## src/rtl/uart_pkg.sv

```systemverilog
// -----------------------------------------------------------------------------
// uart_pkg
//   Shared types and constants for the UART peripheral (transmitter and
//   receiver). Frame configuration is encoded identically in both directions
//   so the two blocks interoperate.
//
//   uart_state_t : frame FSM states, Idle -> Start -> Data -> [Parity] ->
//                  Stop1 -> [Stop2]
//   Parity*      : parity_type encodings; bit 1 enables parity, bit 0 selects
//                  odd parity
//   parity_bit() : parity bit value expected for a given byte and encoding
// -----------------------------------------------------------------------------
package uart_pkg;

    typedef enum logic [2:0] {
        Idle,
        Start,
        Data,
        Parity,
        Stop1,
        Stop2
    } uart_state_t;

    localparam logic [1:0] ParityNone = 2'b00;
    localparam logic [1:0] ParityEven = 2'b10;
    localparam logic [1:0] ParityOdd  = 2'b11;

    // Even parity makes the total count of ones even; odd flips that bit.
    function automatic logic parity_bit(input logic [7:0] data, input logic [1:0] parity_type);
        return (^data) ^ parity_type[0];
    endfunction

endpackage

```

## src/rtl/register_d.sv

```systemverilog
// -----------------------------------------------------------------------------
// register_d
//   Generic D register with load enable and asynchronous active-high reset.
//
//   Parameters : Width    - register width
//                ResetVal - value held while reset is asserted
//   Ports      : clock, reset
//                en_i - load d_i on the next clock edge
//                d_i  - next value
//                q_o  - registered value
// -----------------------------------------------------------------------------
module register_d #(
    parameter int unsigned           Width    = 8,
    parameter logic [Width-1:0]      ResetVal = '0
) (
    input  logic             clock,
    input  logic             reset,
    input  logic             en_i,
    input  logic [Width-1:0] d_i,
    output logic [Width-1:0] q_o
);

    logic [Width-1:0] reg_q;

    always_ff @(posedge clock or posedge reset) begin
        if (reset) begin
            reg_q <= ResetVal;
        end else if (en_i) begin
            reg_q <= d_i;
        end
    end

    assign q_o = reg_q;

endmodule

```

## src/rtl/sync_parallel_counter.sv

```systemverilog
// -----------------------------------------------------------------------------
// sync_parallel_counter
//   Synchronous up-counter with clear and saturation at MaxVal.
//
//   Parameters : Width  - counter width
//                MaxVal - value at which the counter holds
//   Ports      : clock, reset (asynchronous, active-high)
//                clr_i   - synchronous clear, has priority over en_i
//                en_i    - count up by one unless saturated
//                count_o - current count
// -----------------------------------------------------------------------------
module sync_parallel_counter #(
    parameter int unsigned      Width  = 3,
    parameter logic [Width-1:0] MaxVal = '1
) (
    input  logic             clock,
    input  logic             reset,
    input  logic             clr_i,
    input  logic             en_i,
    output logic [Width-1:0] count_o
);

    logic [Width-1:0] count_q;
    logic [Width-1:0] count_d;

    always_comb begin
        count_d = count_q;
        if (clr_i) begin
            count_d = '0;
        end else if (en_i && (count_q != MaxVal)) begin
            count_d = count_q + Width'(1);
        end
    end

    always_ff @(posedge clock or posedge reset) begin
        if (reset) begin
            count_q <= '0;
        end else begin
            count_q <= count_d;
        end
    end

    assign count_o = count_q;

endmodule

```

## src/rtl/uart_rx_sampler.sv

```systemverilog
// -----------------------------------------------------------------------------
// uart_rx_sampler
//   Front end of the UART receiver: 2-flop synchronizer for the asynchronous
//   serial line, oversampling tick counter and mid-bit sample strobe.
//
//   Build option UART_RX_MAJORITY_VOTE_EN: when defined, the bit value is the
//   2-of-3 majority of the synchronized line one cycle before, at and one cycle
//   after the nominal sample point, and the strobe is issued one cycle later so
//   all three samples are available.
//
//   Parameters : OVERSAMPLE - clock cycles per bit (even, >= 4)
//   Ports      : clock, reset (asynchronous, active-high)
//                rxd_i           - raw serial input
//                clr_i           - hold the tick counter at zero (receiver idle)
//                rxd_s_o         - synchronized serial input (2 cycles late)
//                sample_strobe_o - one-cycle pulse at each bit sample point
//                sample_bit_o    - bit value valid with sample_strobe_o
// -----------------------------------------------------------------------------
module uart_rx_sampler #(
    parameter int unsigned OVERSAMPLE = 16
) (
    input  logic clock,
    input  logic reset,
    input  logic rxd_i,
    input  logic clr_i,
    output logic rxd_s_o,
    output logic sample_strobe_o,
    output logic sample_bit_o
);

    localparam int unsigned CntW = $clog2(OVERSAMPLE);
`ifdef UART_RX_MAJORITY_VOTE_EN
    localparam int unsigned StrobeAt = OVERSAMPLE / 2;
`else
    localparam int unsigned StrobeAt = OVERSAMPLE / 2 - 1;
`endif

    logic [1:0]      sync_q;
    logic [CntW-1:0] tick_q;
    logic [CntW-1:0] tick_d;

    // Reset to the idle level so leaving reset never looks like a start bit.
    always_ff @(posedge clock or posedge reset) begin
        if (reset) begin
            sync_q <= 2'b11;
        end else begin
            sync_q <= {sync_q[0], rxd_i};
        end
    end

    assign rxd_s_o = sync_q[1];

    // Modulo-OVERSAMPLE counter; OVERSAMPLE need not be a power of two.
    always_comb begin
        tick_d = tick_q + CntW'(1);
        if (clr_i || (tick_q == CntW'(OVERSAMPLE - 1))) begin
            tick_d = '0;
        end
    end

    always_ff @(posedge clock or posedge reset) begin
        if (reset) begin
            tick_q <= '0;
        end else begin
            tick_q <= tick_d;
        end
    end

    assign sample_strobe_o = !clr_i && (tick_q == CntW'(StrobeAt));

`ifdef UART_RX_MAJORITY_VOTE_EN
    logic [1:0] hist_q;

    always_ff @(posedge clock or posedge reset) begin
        if (reset) begin
            hist_q <= 2'b11;
        end else begin
            hist_q <= {hist_q[0], sync_q[1]};
        end
    end

    assign sample_bit_o = (hist_q[1] & hist_q[0]) |
                          (hist_q[1] & sync_q[1]) |
                          (hist_q[0] & sync_q[1]);
`else
    assign sample_bit_o = sync_q[1];
`endif

endmodule

```

## src/rtl/uart_rx.sv

```systemverilog
// -----------------------------------------------------------------------------
// uart_rx
//   UART receiver. Frames: 1 start bit, 8 data bits LSb first, optional parity
//   bit, 1 or 2 stop bits; configured like the transmitter. Runs on a clock of
//   OVERSAMPLE x bit rate and samples each bit at mid-bit. Received bytes are
//   delivered through a one-entry valid/ready buffer.
//
//   Build option UART_RX_MAJORITY_VOTE_EN: 2-of-3 majority per bit, every
//   sample point (and data_valid_o) one cycle later.
//
//   Parameters : OVERSAMPLE - clock cycles per bit (even, >= 4)
//   Ports      : clock, reset (asynchronous, active-high)
//                rx_en_i        - receiver enable; low aborts a frame in flight
//                parity_type_i  - 0/1 none, 2 even, 3 odd
//                nstop_i        - 0 one stop bit, 1 two stop bits
//                rxd_i          - serial input, asynchronous, idles high
//                data_out_o     - held byte
//                data_valid_o   - data_out_o and flags valid
//                data_ready_i   - consumer accepts (transfer on valid & ready)
//                parity_error_o - parity mismatch on the held byte
//                frame_error_o  - a stop bit of the held byte sampled 0
//                overrun_o      - a frame was dropped because the buffer was full
//                rx_busy_o      - FSM not in Idle
// -----------------------------------------------------------------------------
module uart_rx
    import uart_pkg::*;
#(
    parameter int unsigned OVERSAMPLE = 16
) (
    input  logic       clock,
    input  logic       reset,
    input  logic       rx_en_i,
    input  logic [1:0] parity_type_i,
    input  logic       nstop_i,
    input  logic       rxd_i,
    output logic [7:0] data_out_o,
    output logic       data_valid_o,
    input  logic       data_ready_i,
    output logic       parity_error_o,
    output logic       frame_error_o,
    output logic       overrun_o,
    output logic       rx_busy_o
);

    uart_state_t state_q;
    logic        par_err_q;   // pending flags for the frame in flight
    logic        frm_err_q;
    logic        brk_wait_q;  // after a frame error, hold off until the line idles
    logic        done_q;      // frame complete, one cycle after the final stop sample
    logic        busy_q;

    logic       rxd_s;
    logic       sample_strobe;
    logic       sample_bit;
    logic       tick_clr;
    logic       shift_en;
    logic       bit_clr;
    logic [2:0] bit_cnt;
    logic [7:0] shift_q;
    logic [7:0] shift_d;

    logic       handshake;
    logic       load;
    logic       drop;
    logic [1:0] status_q;     // {valid, overrun}
    logic [1:0] status_d;
    logic [1:0] flags_q;      // {parity_error, frame_error}

    // ---------------------------------------------------------------------
    // Sampling front end
    // ---------------------------------------------------------------------
    assign tick_clr = (state_q == Idle);

    uart_rx_sampler #(
        .OVERSAMPLE(OVERSAMPLE)
    ) u_sampler (
        .clock           (clock),
        .reset           (reset),
        .rxd_i           (rxd_i),
        .clr_i           (tick_clr),
        .rxd_s_o         (rxd_s),
        .sample_strobe_o (sample_strobe),
        .sample_bit_o    (sample_bit)
    );

    // ---------------------------------------------------------------------
    // Data path: bit index and shift register
    // ---------------------------------------------------------------------
    assign shift_en = sample_strobe && (state_q == Data);
    assign bit_clr  = sample_strobe && (state_q == Start);

    sync_parallel_counter #(
        .Width  (3),
        .MaxVal (3'd7)
    ) u_bit_cnt (
        .clock   (clock),
        .reset   (reset),
        .clr_i   (bit_clr),
        .en_i    (shift_en),
        .count_o (bit_cnt)
    );

    // LSb arrives first, so shift in from the top.
    assign shift_d = {sample_bit, shift_q[7:1]};

    register_d #(
        .Width    (8),
        .ResetVal (8'h00)
    ) u_shift (
        .clock (clock),
        .reset (reset),
        .en_i  (shift_en),
        .d_i   (shift_d),
        .q_o   (shift_q)
    );

    // ---------------------------------------------------------------------
    // Frame FSM
    // ---------------------------------------------------------------------
    always_ff @(posedge clock or posedge reset) begin
        if (reset) begin
            state_q    <= Idle;
            par_err_q  <= 1'b0;
            frm_err_q  <= 1'b0;
            brk_wait_q <= 1'b0;
            done_q     <= 1'b0;
            busy_q     <= 1'b0;
        end else begin
            done_q <= 1'b0;
            if (!rx_en_i && (state_q != Idle)) begin
                // Abort: the partial frame is dropped, the output buffer is untouched.
                state_q    <= Idle;
                brk_wait_q <= 1'b0;
                busy_q     <= 1'b0;
            end else begin
                unique case (state_q)
                    Idle: begin
                        if (rx_en_i && !rxd_s) begin
                            state_q   <= Start;
                            par_err_q <= 1'b0;
                            frm_err_q <= 1'b0;
                            busy_q    <= 1'b1;
                        end
                    end
                    Start: begin
                        if (sample_strobe) begin
                            if (sample_bit) begin
                                state_q <= Idle;  // false start
                                busy_q  <= 1'b0;
                            end else begin
                                state_q <= Data;
                            end
                        end
                    end
                    Data: begin
                        if (sample_strobe && (bit_cnt == 3'd7)) begin
                            state_q <= parity_type_i[1] ? Parity : Stop1;
                        end
                    end
                    Parity: begin
                        if (sample_strobe) begin
                            if (sample_bit != parity_bit(shift_q, parity_type_i)) begin
                                par_err_q <= 1'b1;
                            end
                            state_q <= Stop1;
                        end
                    end
                    Stop1, Stop2: begin
                        if (brk_wait_q) begin
                            if (rxd_s) begin
                                state_q    <= Idle;
                                brk_wait_q <= 1'b0;
                                busy_q     <= 1'b0;
                            end
                        end else if (sample_strobe) begin
                            if (!sample_bit) begin
                                frm_err_q <= 1'b1;
                            end
                            if ((state_q == Stop1) && nstop_i) begin
                                state_q <= Stop2;
                            end else begin
                                done_q <= 1'b1;
                                if (frm_err_q || !sample_bit) begin
                                    // Stay out of Idle so a held-low line is not a new start.
                                    brk_wait_q <= 1'b1;
                                end else begin
                                    state_q <= Idle;
                                    busy_q  <= 1'b0;
                                end
                            end
                        end
                    end
                    default: begin
                        state_q <= Idle;
                        busy_q  <= 1'b0;
                    end
                endcase
            end
        end
    end

    // ---------------------------------------------------------------------
    // One-entry output buffer
    // ---------------------------------------------------------------------
    assign handshake = status_q[1] & data_ready_i;
    assign load      = done_q & (~status_q[1] | data_ready_i);
    assign drop      = done_q & status_q[1] & ~data_ready_i;

    always_comb begin
        status_d = status_q;
        if (load) begin
            status_d[1] = 1'b1;
        end else if (handshake) begin
            status_d[1] = 1'b0;
        end
        if (drop) begin
            status_d[0] = 1'b1;
        end else if (handshake) begin
            status_d[0] = 1'b0;
        end
    end

    register_d #(
        .Width    (2),
        .ResetVal (2'b00)
    ) u_status (
        .clock (clock),
        .reset (reset),
        .en_i  (1'b1),
        .d_i   (status_d),
        .q_o   (status_q)
    );

    register_d #(
        .Width    (8),
        .ResetVal (8'h00)
    ) u_data_buf (
        .clock (clock),
        .reset (reset),
        .en_i  (load),
        .d_i   (shift_q),
        .q_o   (data_out_o)
    );

    register_d #(
        .Width    (2),
        .ResetVal (2'b00)
    ) u_flag_buf (
        .clock (clock),
        .reset (reset),
        .en_i  (load),
        .d_i   ({par_err_q, frm_err_q}),
        .q_o   (flags_q)
    );

    assign data_valid_o   = status_q[1];
    assign overrun_o      = status_q[0];
    assign parity_error_o = flags_q[1];
    assign frame_error_o  = flags_q[0];
    assign rx_busy_o      = busy_q;

endmodule
```

## config.mk

```make
export PLATFORM = sky130hd
export DESIGN_NAME = uart_rx
export DESIGN_NICKNAME = d
export VERILOG_FILES = /design/src/rtl/uart_pkg.sv /design/src/rtl/register_d.sv /design/src/rtl/sync_parallel_counter.sv /design/src/rtl/uart_rx_sampler.sv /design/src/rtl/uart_rx.sv
export SDC_FILE = /design/constraint.sdc
export NUM_CORES = 1
export LEC_CHECK = 0
export ABC_CLOCK_PERIOD_IN_PS = 2100
export CAP_MARGIN = 40
export CORE_MARGIN = 5
export CORE_UTILIZATION = 50
export CTS_CLUSTER_DIAMETER = 80
export CTS_CLUSTER_SIZE = 30
export DETAILED_ROUTE_END_ITERATION = 16
export PLACE_DENSITY = 0.71
export RECOVER_POWER = 25
export SETUP_SLACK_MARGIN = 0.3
export SYNTH_ARGS = -nofsm -noshare
export SYNTH_HDL_FRONTEND = slang
export SYNTH_SLANG_ARGS = --single-unit
```

## constraint.sdc

```tcl
create_clock -name clock -period 2.1 [get_ports clock]
set_clock_uncertainty 0.1 [all_clocks]
set_input_delay 0.525 -clock clock [delete_from_list [all_inputs] [get_ports clock]]
set_output_delay 0.525 -clock clock [all_outputs]
set_load 0.01 [all_outputs]
```

* Word-level counts from Yosys, hierarchy flattened
Index checks and enable logic that the tools add are counted.
Widths: inputs -> output; s select.
** Storage, ports and cells
- Register bits after elaboration :: 37
- Input port bits :: 8
- Output and inout bits :: 13
- Logic and storage cells :: 127
** Operators by class
- $add $sub $neg :: 2
- Equality and inequality tests :: 26
- Multiplexer cells :: 48
- Bitwise logic cells :: 9
- Reductions and logical operators :: 28
** Operators with widths (number)
- $mux 3 :: 13
- $mux 1 :: 29
- $pmux 3 s5 :: 1
- $ne 2x2->1 const B :: 6
- $ne 4x4->1 const B :: 3
- $reduce_and 6->1 :: 2
- $reduce_bool 2->1 :: 6
- $eq 3x3->1 const B :: 3
- $ne 3x3->1 const B :: 3
- $logic_and 1x1->1 :: 8
- $reduce_xor 8->1 :: 1
- $reduce_and 7->1 :: 1
- $eq 3x2->1 const B :: 2
- $ne 5x5->1 const B :: 1
- $reduce_and 5->1 :: 1
- $add 4x1->4 const B :: 1
- $and 1x1->1 :: 4
- $eq 4x3->1 const B :: 1
- $eq 4x4->1 const B :: 1
- $mux 4 :: 1
- $ne 4x3->1 const B :: 1
- $pmux 1 s2 :: 2
- $pmux 1 s4 :: 1
- $reduce_or 2->1 :: 2
- other kinds (14) :: 19

* Logic depth before layout (Yosys ltp)
Gate-level depths: netlist of run 1.
- Depth in word-level cells :: 8
- Depth in mapped cells :: 7
- Gate-level depth less buffers :: 7

* By module
From an unflattened synthesis of run 1, not the netlist that was laid out.
** Unflattened totals
- Cells, all modules :: 173
- Area total of the unflattened synthesis :: 1965.6 um^2
** By module, submodules not included
- uart_rx :: instances 1, cells an instance 90, area an instance 708.2 um^2, seq. area each 200.2 um^2
- register_d at u_data_buf ... :: instances 2, cells an instance 18, area an instance 335.3 um^2, seq. area each 200.2 um^2
- uart_rx_sampler :: instances 1, cells an instance 21, area an instance 246.5 um^2, seq. area each 152.6 um^2
- sync_parallel_counter :: instances 1, cells an instance 16, area an instance 187.7 um^2, seq. area each 75.1 um^2
- register_d at u_flag_buf ... :: instances 2, cells an instance 5, area an instance 76.3 um^2, seq. area each 50.0 um^2

* Worst setup path before layout of run 1
Ideal clock, no wire load.
- Kind :: register -> register
- Start :: reg u_bit_cnt.count_q[0], in the netlist u_bit_cnt.count_o[0]
- End :: reg state_q[1]
- Setup time :: 0.120 ns
- Data arrival time :: 1.489 ns
- Required time :: 1.880 ns
- Slack :: 0.391 ns
- Cell stages (with the launch flop) :: 7
- Buffers on the path :: 0
- Clock period less this slack :: 1.709 ns
- Path through :: dfrtp_1 -> ha_1 -> ha_1 -> nor4b_2 -> o21a_2 -> nand3_1 -> a41o_1
** Between the ends
- Cells in the longest elaborated chain, start to end :: 4
** Ends and longest elaborated chain
- start, declared :: line sync_parallel_counter.sv:23 : logic [Width-1:0] count_q;
- start signal, assigned :: line sync_parallel_counter.sv:39 : count_q <= count_d;
- $eq 3x3->1 :: line uart_rx.sv:156 : if (sample_strobe && (bit_cnt == 3'd7)) begin
- $logic_and 1x1->1 :: line uart_rx.sv:156
- $ne 3x1->1 (no line)
- $reduce_and 7->1 (no line)
- end signal, assigned :: line uart_rx.sv:151 : state_q <= Data;
- end signal, assigned :: line uart_rx.sv:157 : state_q <= parity_type_i[1] ? Parity : Stop1;
- end signal, assigned :: line uart_rx.sv:165 : state_q <= Stop1;
- end, declared :: line uart_rx.sv:45 : uart_state_t state_q;
No other way between the ends.
A chain may end at the register's enable or synchronous reset.

* Worst setup path after layout of run 1
- Start :: in data_ready_i
- End :: reg u_data_buf.reg_q[0], in the netlist u_data_buf.q_o[0]
** Between the ends
- Cells in the longest elaborated chain, start to end :: 2
** Ends and longest elaborated chain
- start, declared :: line uart_rx.sv:38 : input logic data_ready_i,
- $or 1x1->1 :: line uart_rx.sv:206 : assign load = done_q & (~status_q[1] | data_ready_i);
- $and 1x1->1 :: line uart_rx.sv:206
- end signal, assigned :: line register_d.sv:27 : reg_q <= ResetVal;
- end signal, assigned :: line register_d.sv:29 : reg_q <= d_i;
- end, declared :: line register_d.sv:23 : logic [Width-1:0] reg_q;
No other way between the ends.

==> results of run 1 <==
## through the flow
stage               hold slack (ns)  std cells  cell area [µm²]   util
global placement              0.246        240             2180  0.601
finish                        0.269        254             2390  0.658
global route                  0.278        254             2390  0.658
floorplan                     0.245        167             1870      -
detailed placement            0.260        240             2180  0.601
CTS                           0.275        248             2290  0.631
## kinds of logic after synthesis
logic type | count (synthesis) | synth area share
AO/OA/AOI/OAI | 34 | 0.119
AND/OR/NAND/NOR | 55 | 0.179
adder cells (fa/ha/maj) | 3 | 0.0201
multiplexers | 17 | 0.102
XOR/XNOR | 11 | 0.0515
flip-flops | 37 | 0.496
buffers and inverters | 10 | 0.0321
## where the power goes
group | switching, mW | total [mW] | internal [mW] | leakage (nW)
registers | 0.158 | 0.960 | 0.802 | 0.494
clock network | 0.230 | 0.498 | 0.267 | 0.0455
logic | 0.337 | 0.747 | 0.410 | 0.683
total | 0.725 | 2.20 | 1.48 | 1.22
## worst paths after layout
check                      slack (ns)                  end                 start  cells after the start
min in group asynchronous        0.55    u_data_buf.q_o[7]                 reset                      2
max in group asynchronous        0.82  u_sampler.sync_q[1]                 reset                      3
max reg2reg                      0.36           state_q[1]  u_bit_cnt.count_o[0]                      6
max                              0.33    u_data_buf.q_o[0]          data_ready_i                      5
min reg2reg                      0.27  u_sampler.sync_q[1]   u_sampler.sync_q[0]                      0
min                              0.27  u_sampler.sync_q[1]   u_sampler.sync_q[0]                      0
## state kept, by name, indices dropped and copies added, names as in the netlist
name               count
brk_wait_q             1
done_q                 1
frm_err_q              1
par_err_q              1
rx_busy_o              1
state_q                3
u_bit_cnt.count_o      3
u_data_buf.q_o         8
u_flag_buf.q_o         2
u_sampler.sync_q       2
u_sampler.tick_q       4
u_shift.q_o            8
u_status.q_o           2
## final cells by class
class / count / share of cell area
well taps: 48 / 0.0251
flip-flops and latches: 37 / 0.391
multi-input cells: 120 / 0.393
clock buffers: 8 / 0.0377
repair buffers: 38 / 0.149
inverters: 3 / 0.00471
## per-layer routing
| metal | wire [µm] | part of all wire | vias up |
|---|---|---|---|
| met5 | 0 | 0 | - |
| met4 | 87 | 0.022 | 0 |
| met3 | 187 | 0.048 | 11 |
| met2 | 1930 | 0.49 | 40 |
| met1 | 1700 | 0.44 | 683 |
| li1 | - | - | 665 |
## timing repair
action | in CTS | in global routing
buffers inserted | 0 | 6
gates resized for setup | 17 | 15
pin swaps | 2 | 4
endpoints found under the setup margin | 19 | 19
## critical path, cell delays in order
cell and delay (ns):
dlygate4sd3_1 0.55, nand2b_1 0.16, nand2_1 0.09, buf_4 0.17, mux2_2 0.34
## cell usage in the layout, fill, tap and decap left out, types with 7 or more instances in the layout
master and n:
a21oi_1 9, buf_4 16, dfrtp_1 32, dlygate4sd2_1 9, mux2_1 8, mux2_2 9
nand2_1 12, nand2b_1 7, nor2_1 8, xnor2_1 11
==> results.md, run 1 <==
* Die W at ~71 µm
* Worst slew margin relative to its limit at 0.752
* Mapped Area at 1870 µm²
* Largest net degree at the start of global routing at 30
* Fin Setup TNS at 0 ns
* CTS tree: done
* Max Slew Vio Count at 0
* Worst Path Required at ~2.2 ns
* Clock Latency Late Sink at about 0.28 ns
* Worst slew pin tran at between 0.3 and 0.4 ns
* Critical path fanouts, max at 7
* Placement Rows at 22
* First-pass GRT wire length at about 6900 µm
* Post-synthesis net count at about 180
* List of most frequent post-synthesis cells: dfrtp_1 (35), nand2_1 (13), xnor2_1 (11)
* Initial antenna violation count at 0
* WL/cell at between 15 and 20 µm
* Yosys warnings at 0
* M3 GR Usage at 0.0440
* Drt initial violations at 66
* TritonCTS Buffers at 5
* Total gr overflow at 0
* Final Setup Violations at 0
* Fill cells at around 300
* Cts hold-fix bufs at 0
* Dpl hpwl at between 2000 and 3000 µm
* Vias in the first global route at between 1000 and 1500
* Met1 Use GR at 0.212
* # IOs at 21
* Post-synth top area cell: dfrtp_1
* Die H at between 70 and 80 µm
* Yosys cell types at 45
* Worst setup margin at roughly 0.33 ns
* Clk buf depth at 2
* Nets@finish at approximately 220
* Worst-path clk slew at about 0.060 ns
* Static Leak at roughly 1.2 nW
* Routed Wire Length at 3910 µm
* Critical setup path kind: in2reg
* Yosys top cell area share at 0.468
* Area taken by multi-input logic gates at 938 µm²
* CP Launch Type: primary input
* Routed via count at around 1400
* Final-report hold violation count at 0
* Share of cells above drive strength 1 at 0.272
* PD cells at ~900 nW/µm²
* Tcrit/Tclk final at 0.845
* Syn Inst Count at 167
* # port buffers at 20
* Unrepaired setup endpoints after global routing: false
* FF/Latch Area at ~930 µm²
* Clock root buffer: clkbuf_8
* Synth Flop Type: dfrtp_1
* P&R area growth vs syn at 27.8%
* Synth area leaders: dfrtp_1 (47%), mux2_2 (5.4%), xnor2_1 (5.2%)
* HP Class: reg2reg
* Routed Antenna Nets at 0
* Core area at 3630 µm²
* Syn_area_per_cell at approximately 11 µm²
* CP Capture Type: register
* Final Critical Period at 1.77 ns
* Sequential share of the synthesized area at 0.496
* Die footprint at 5060 µm²
* Outcome: complete, no violations
* Sink Count at 37
* Worst vdd ir at ~0.72 mV
* Cell with the most instances after synthesis: dfrtp_1
* Yosys reg bits at 37
* DRC viols at 0
* Met2 Track Usage GR at 0.271
* Max Cap Viol at 0
* Gr busiest metal: met2
* Antenna diodes at 0
* Place WS at -0.0579 ns
* Total power at 2.20 mW
* Drt pass-1 iters at 4
* GRT Util Overall at 0.170
* Worst EP arrival at between 1.5 and 2 ns
* Highest clock rate at roughly 560 MHz
* Final GP Congestion at between 0.9 and 1
* EDFF count, synth at 0
* Asr flop ratio synth at 1.00
* Initial Utilization at 0.515
* Vias/cell at ~5.5
* H-tree Lvls at 2
(Power assumes the default switching activity.)
==> run 2, diff against run 1 <==
--- a/config.mk
+++ b/config.mk
@@ -5,7 +5,7 @@
 export SDC_FILE = /design/constraint.sdc
 export NUM_CORES = 1
 export LEC_CHECK = 0
-export ABC_CLOCK_PERIOD_IN_PS = 2100
+export ABC_CLOCK_PERIOD_IN_PS = 1820
 export CAP_MARGIN = 40
 export CORE_MARGIN = 5
 export CORE_UTILIZATION = 50
==> constraint.sdc (replaced) <==
create_clock -name clock -period 1.82 [get_ports clock]
set_clock_uncertainty 0.1 [all_clocks]
set_input_delay 0.455 -clock clock [delete_from_list [all_inputs] [get_ports clock]]
set_output_delay 0.455 -clock clock [all_outputs]
set_load 0.01 [all_outputs]
==> run 2 against run 1 <==
  * Setup slack lost 0.29 ns
  * Sequential share of layout area shrank 5.2 points
  * Utilization grew 10 points
  * Clock power grew 45%
  * Largest power group is now combinational logic
  * Final cell count grew 9.8%
  * Clock-buffer cell count shrank 3
  * Combinational power grew 61%
  * Critical path type is now reg2reg
  * Flip-flop and latch count is the same
==> results.md, run 2 (synthesis results as in run 1) <==
* HP Class: reg2reg
* Critical setup path kind: reg2reg
* Crit path from: u_bit_cnt.count_o[1]
* Dpl hpwl at around 2700 µm
* Initial antenna violation count at 0
* Routed via count at 1566
* Worst vdd ir at about 0.89 mV
* Die footprint at 5060 µm²
* DRC viols at 0
* Max Cap Viol at 0
* First-pass GRT wire length at 6610 µm
* Largest net degree at the start of global routing at 23
* Final GP Congestion at approximately 0.90
* Share of cells above drive strength 1 at 0.442
* CP Capture Type: register
* Final-report hold violation count at 0
* Final instance area at 2760 µm²
* H-tree Lvls at 2
* Clock root buffer: clkbuf_8
* Cts hold-fix bufs at 0
* Antenna diodes at 0
* Sw Share at 0.334
* Core area at ~3600 µm²
* Drt initial violations at 82
* Fill cells at 247
* Worst setup margin at 0.0407 ns
* TritonCTS Buffers at 5
* Most common cell after layout, fill and taps aside: buf_4
* R2R Path Start: u_bit_cnt.count_o[1]
* Clock Latency Late Sink at 0.30 ns
* Vias in the first global route at approximately 1400
* PD cells at roughly 1100 nW/µm²
* Routed Antenna Nets at 0
* WL/cell at about 16 µm
* Total gr overflow at 0
* P&R area growth vs syn at 47.3%
* Routed Wire Length at ~4600 µm
* Die H at 71.2 µm
* Highest clock rate at between 500 and 600 MHz
* Static Leak at between 1 and 1.5 nW
* Worst-path clk slew at ~0.080 ns
* Place WS at -0.232 ns
* Clk network pwr share at 0.242
* Sink Count at 37
* P_int at between 1.5 and 2 mW
* NetSw at 995 µW
* Drt pass-1 iters at 7
* Tcrit/Tclk final at 0.978
* Commonest non-fill, non-tap cells in the layout: buf_4 (35), dfrtp_1 (31), xnor2_1 (11), clkdlybuf4s15_1 (11), nand2_1 (10)
* # port buffers at 20
* Critical path fanouts, max at 3
* HP Start: u_sampler.sync_q[0]
* Outcome: complete, no violations
* Fin Setup TNS at 0 ns
* Unrepaired setup endpoints after global routing: true
* Placement Rows at 22
* Final Critical Period at roughly 1.8 ns
* Die W at between 70 and 80 µm
* CP Launch Type: register
* Final Setup Violations at 0
* Worst Path Required at 1.95 ns
* Clk buf depth at 2
* Placed cell count at roughly 240
* Combinational share of power at 0.403
* CTS tree: done
* Worst EP arrival at between 1.5 and 2 ns
* Vias/cell at 5.61
* Max Slew Vio Count at 0
* Sequential power share at 0.354
* Post-DP Area at approximately 2300 µm²
* GRT Util Overall at 0.165
* Worst slew pin tran at approximately 0.76 ns
* # IOs at 21
* Nets@finish at between 200 and 250
* Worst slew margin relative to its limit at 0.494
* Final Non-Filler Cells at between 200 and 300
* Initial Utilization at 0.515
-- run 2: cell types whose count changed in the layout (fill, tap and decap cells not counted), sizes merged, moves of 2 or more --
cell           before  now
dlygate4sd2         9    1
clkbuf              8   10
dlymetal6s2s        6    3
buf                18   40
clkdlybuf4s15       0   11
-- run 2: per-layer routing --
layer  GRT usage  vias up  part of all wire
li1            -      716                 -
met1       0.195      791              0.42
met2       0.280       48              0.52
met3      0.0469       11             0.041
met4      0.0710        0             0.021
met5           0        -                 0
-- run 2: final timing paths --
check	to	slack, ns	cells past startpoint
setup / recovery	state_q[1]	0.04	7
setup reg to reg	state_q[1]	0.04	7
min in group asynchronous	u_shift.q_o[3]	0.65	3
max in group asynchronous	state_q[2]	0.38	3
hold / removal	u_sampler.sync_q[1]	0.26	0
hold reg to reg	u_sampler.sync_q[1]	0.26	0
-- run 2: through the flow --
stage,util,hold slack (ns),total power [mW]
6_report,0.758,0.257,2.98
3_5_place_dp,0.633,0.247,1.92
3_3_place_gp,0.633,0.247,1.89
2_1_floorplan,-,0.245,1.66
5_1_grt,0.758,0.262,3.14
4_1_cts,0.688,0.258,2.74
-- run 2: timing repair --
action | 4_1_cts | 5_1_grt
cloned | 0 | 1
endpoints found under the setup margin | 41 | 29
pin swaps | 11 | 14
setup buffers | 6 | 20
resized for setup | 35 | 26
-- run 2: layout make-up --
| class | instances | area (µm²) | share of cell area |
|---|---|---|---|
| Multi-Input combinational cell | 120 | 1070 | 0.388 |
| Clock inverter | 3 | 46.3 | 0.0168 |
| Sequential cell | 37 | 933 | 0.339 |
| Timing Repair Buffer | 63 | 567 | 0.206 |
| Tap cell | 48 | 60.1 | 0.0218 |
| Inverter | 3 | 11.3 | 0.00409 |
| Clock buffer | 5 | 68.8 | 0.0250 |
-- run 2: power groups by stage --
stage          clock [mW]  sequential [mW]  combinational, mW
3_3_place_gp            0             1.06              0.829
3_5_place_dp            0             1.07              0.855
6_report            0.722             1.06               1.20
4_1_cts             0.737             1.05              0.950
5_1_grt             0.783             1.07               1.29
2_1_floorplan           0             1.03              0.631
-- run 2: worst max-delay path, stage by stage (launching register included) --
cell	delay, ns
dfrtp_1	0.40
ha_2	0.20
ha_4	0.17
nor4b_4	0.25
o21a_2	0.22
nand3_2	0.11
a21boi_2	0.16
a41o_1	0.10
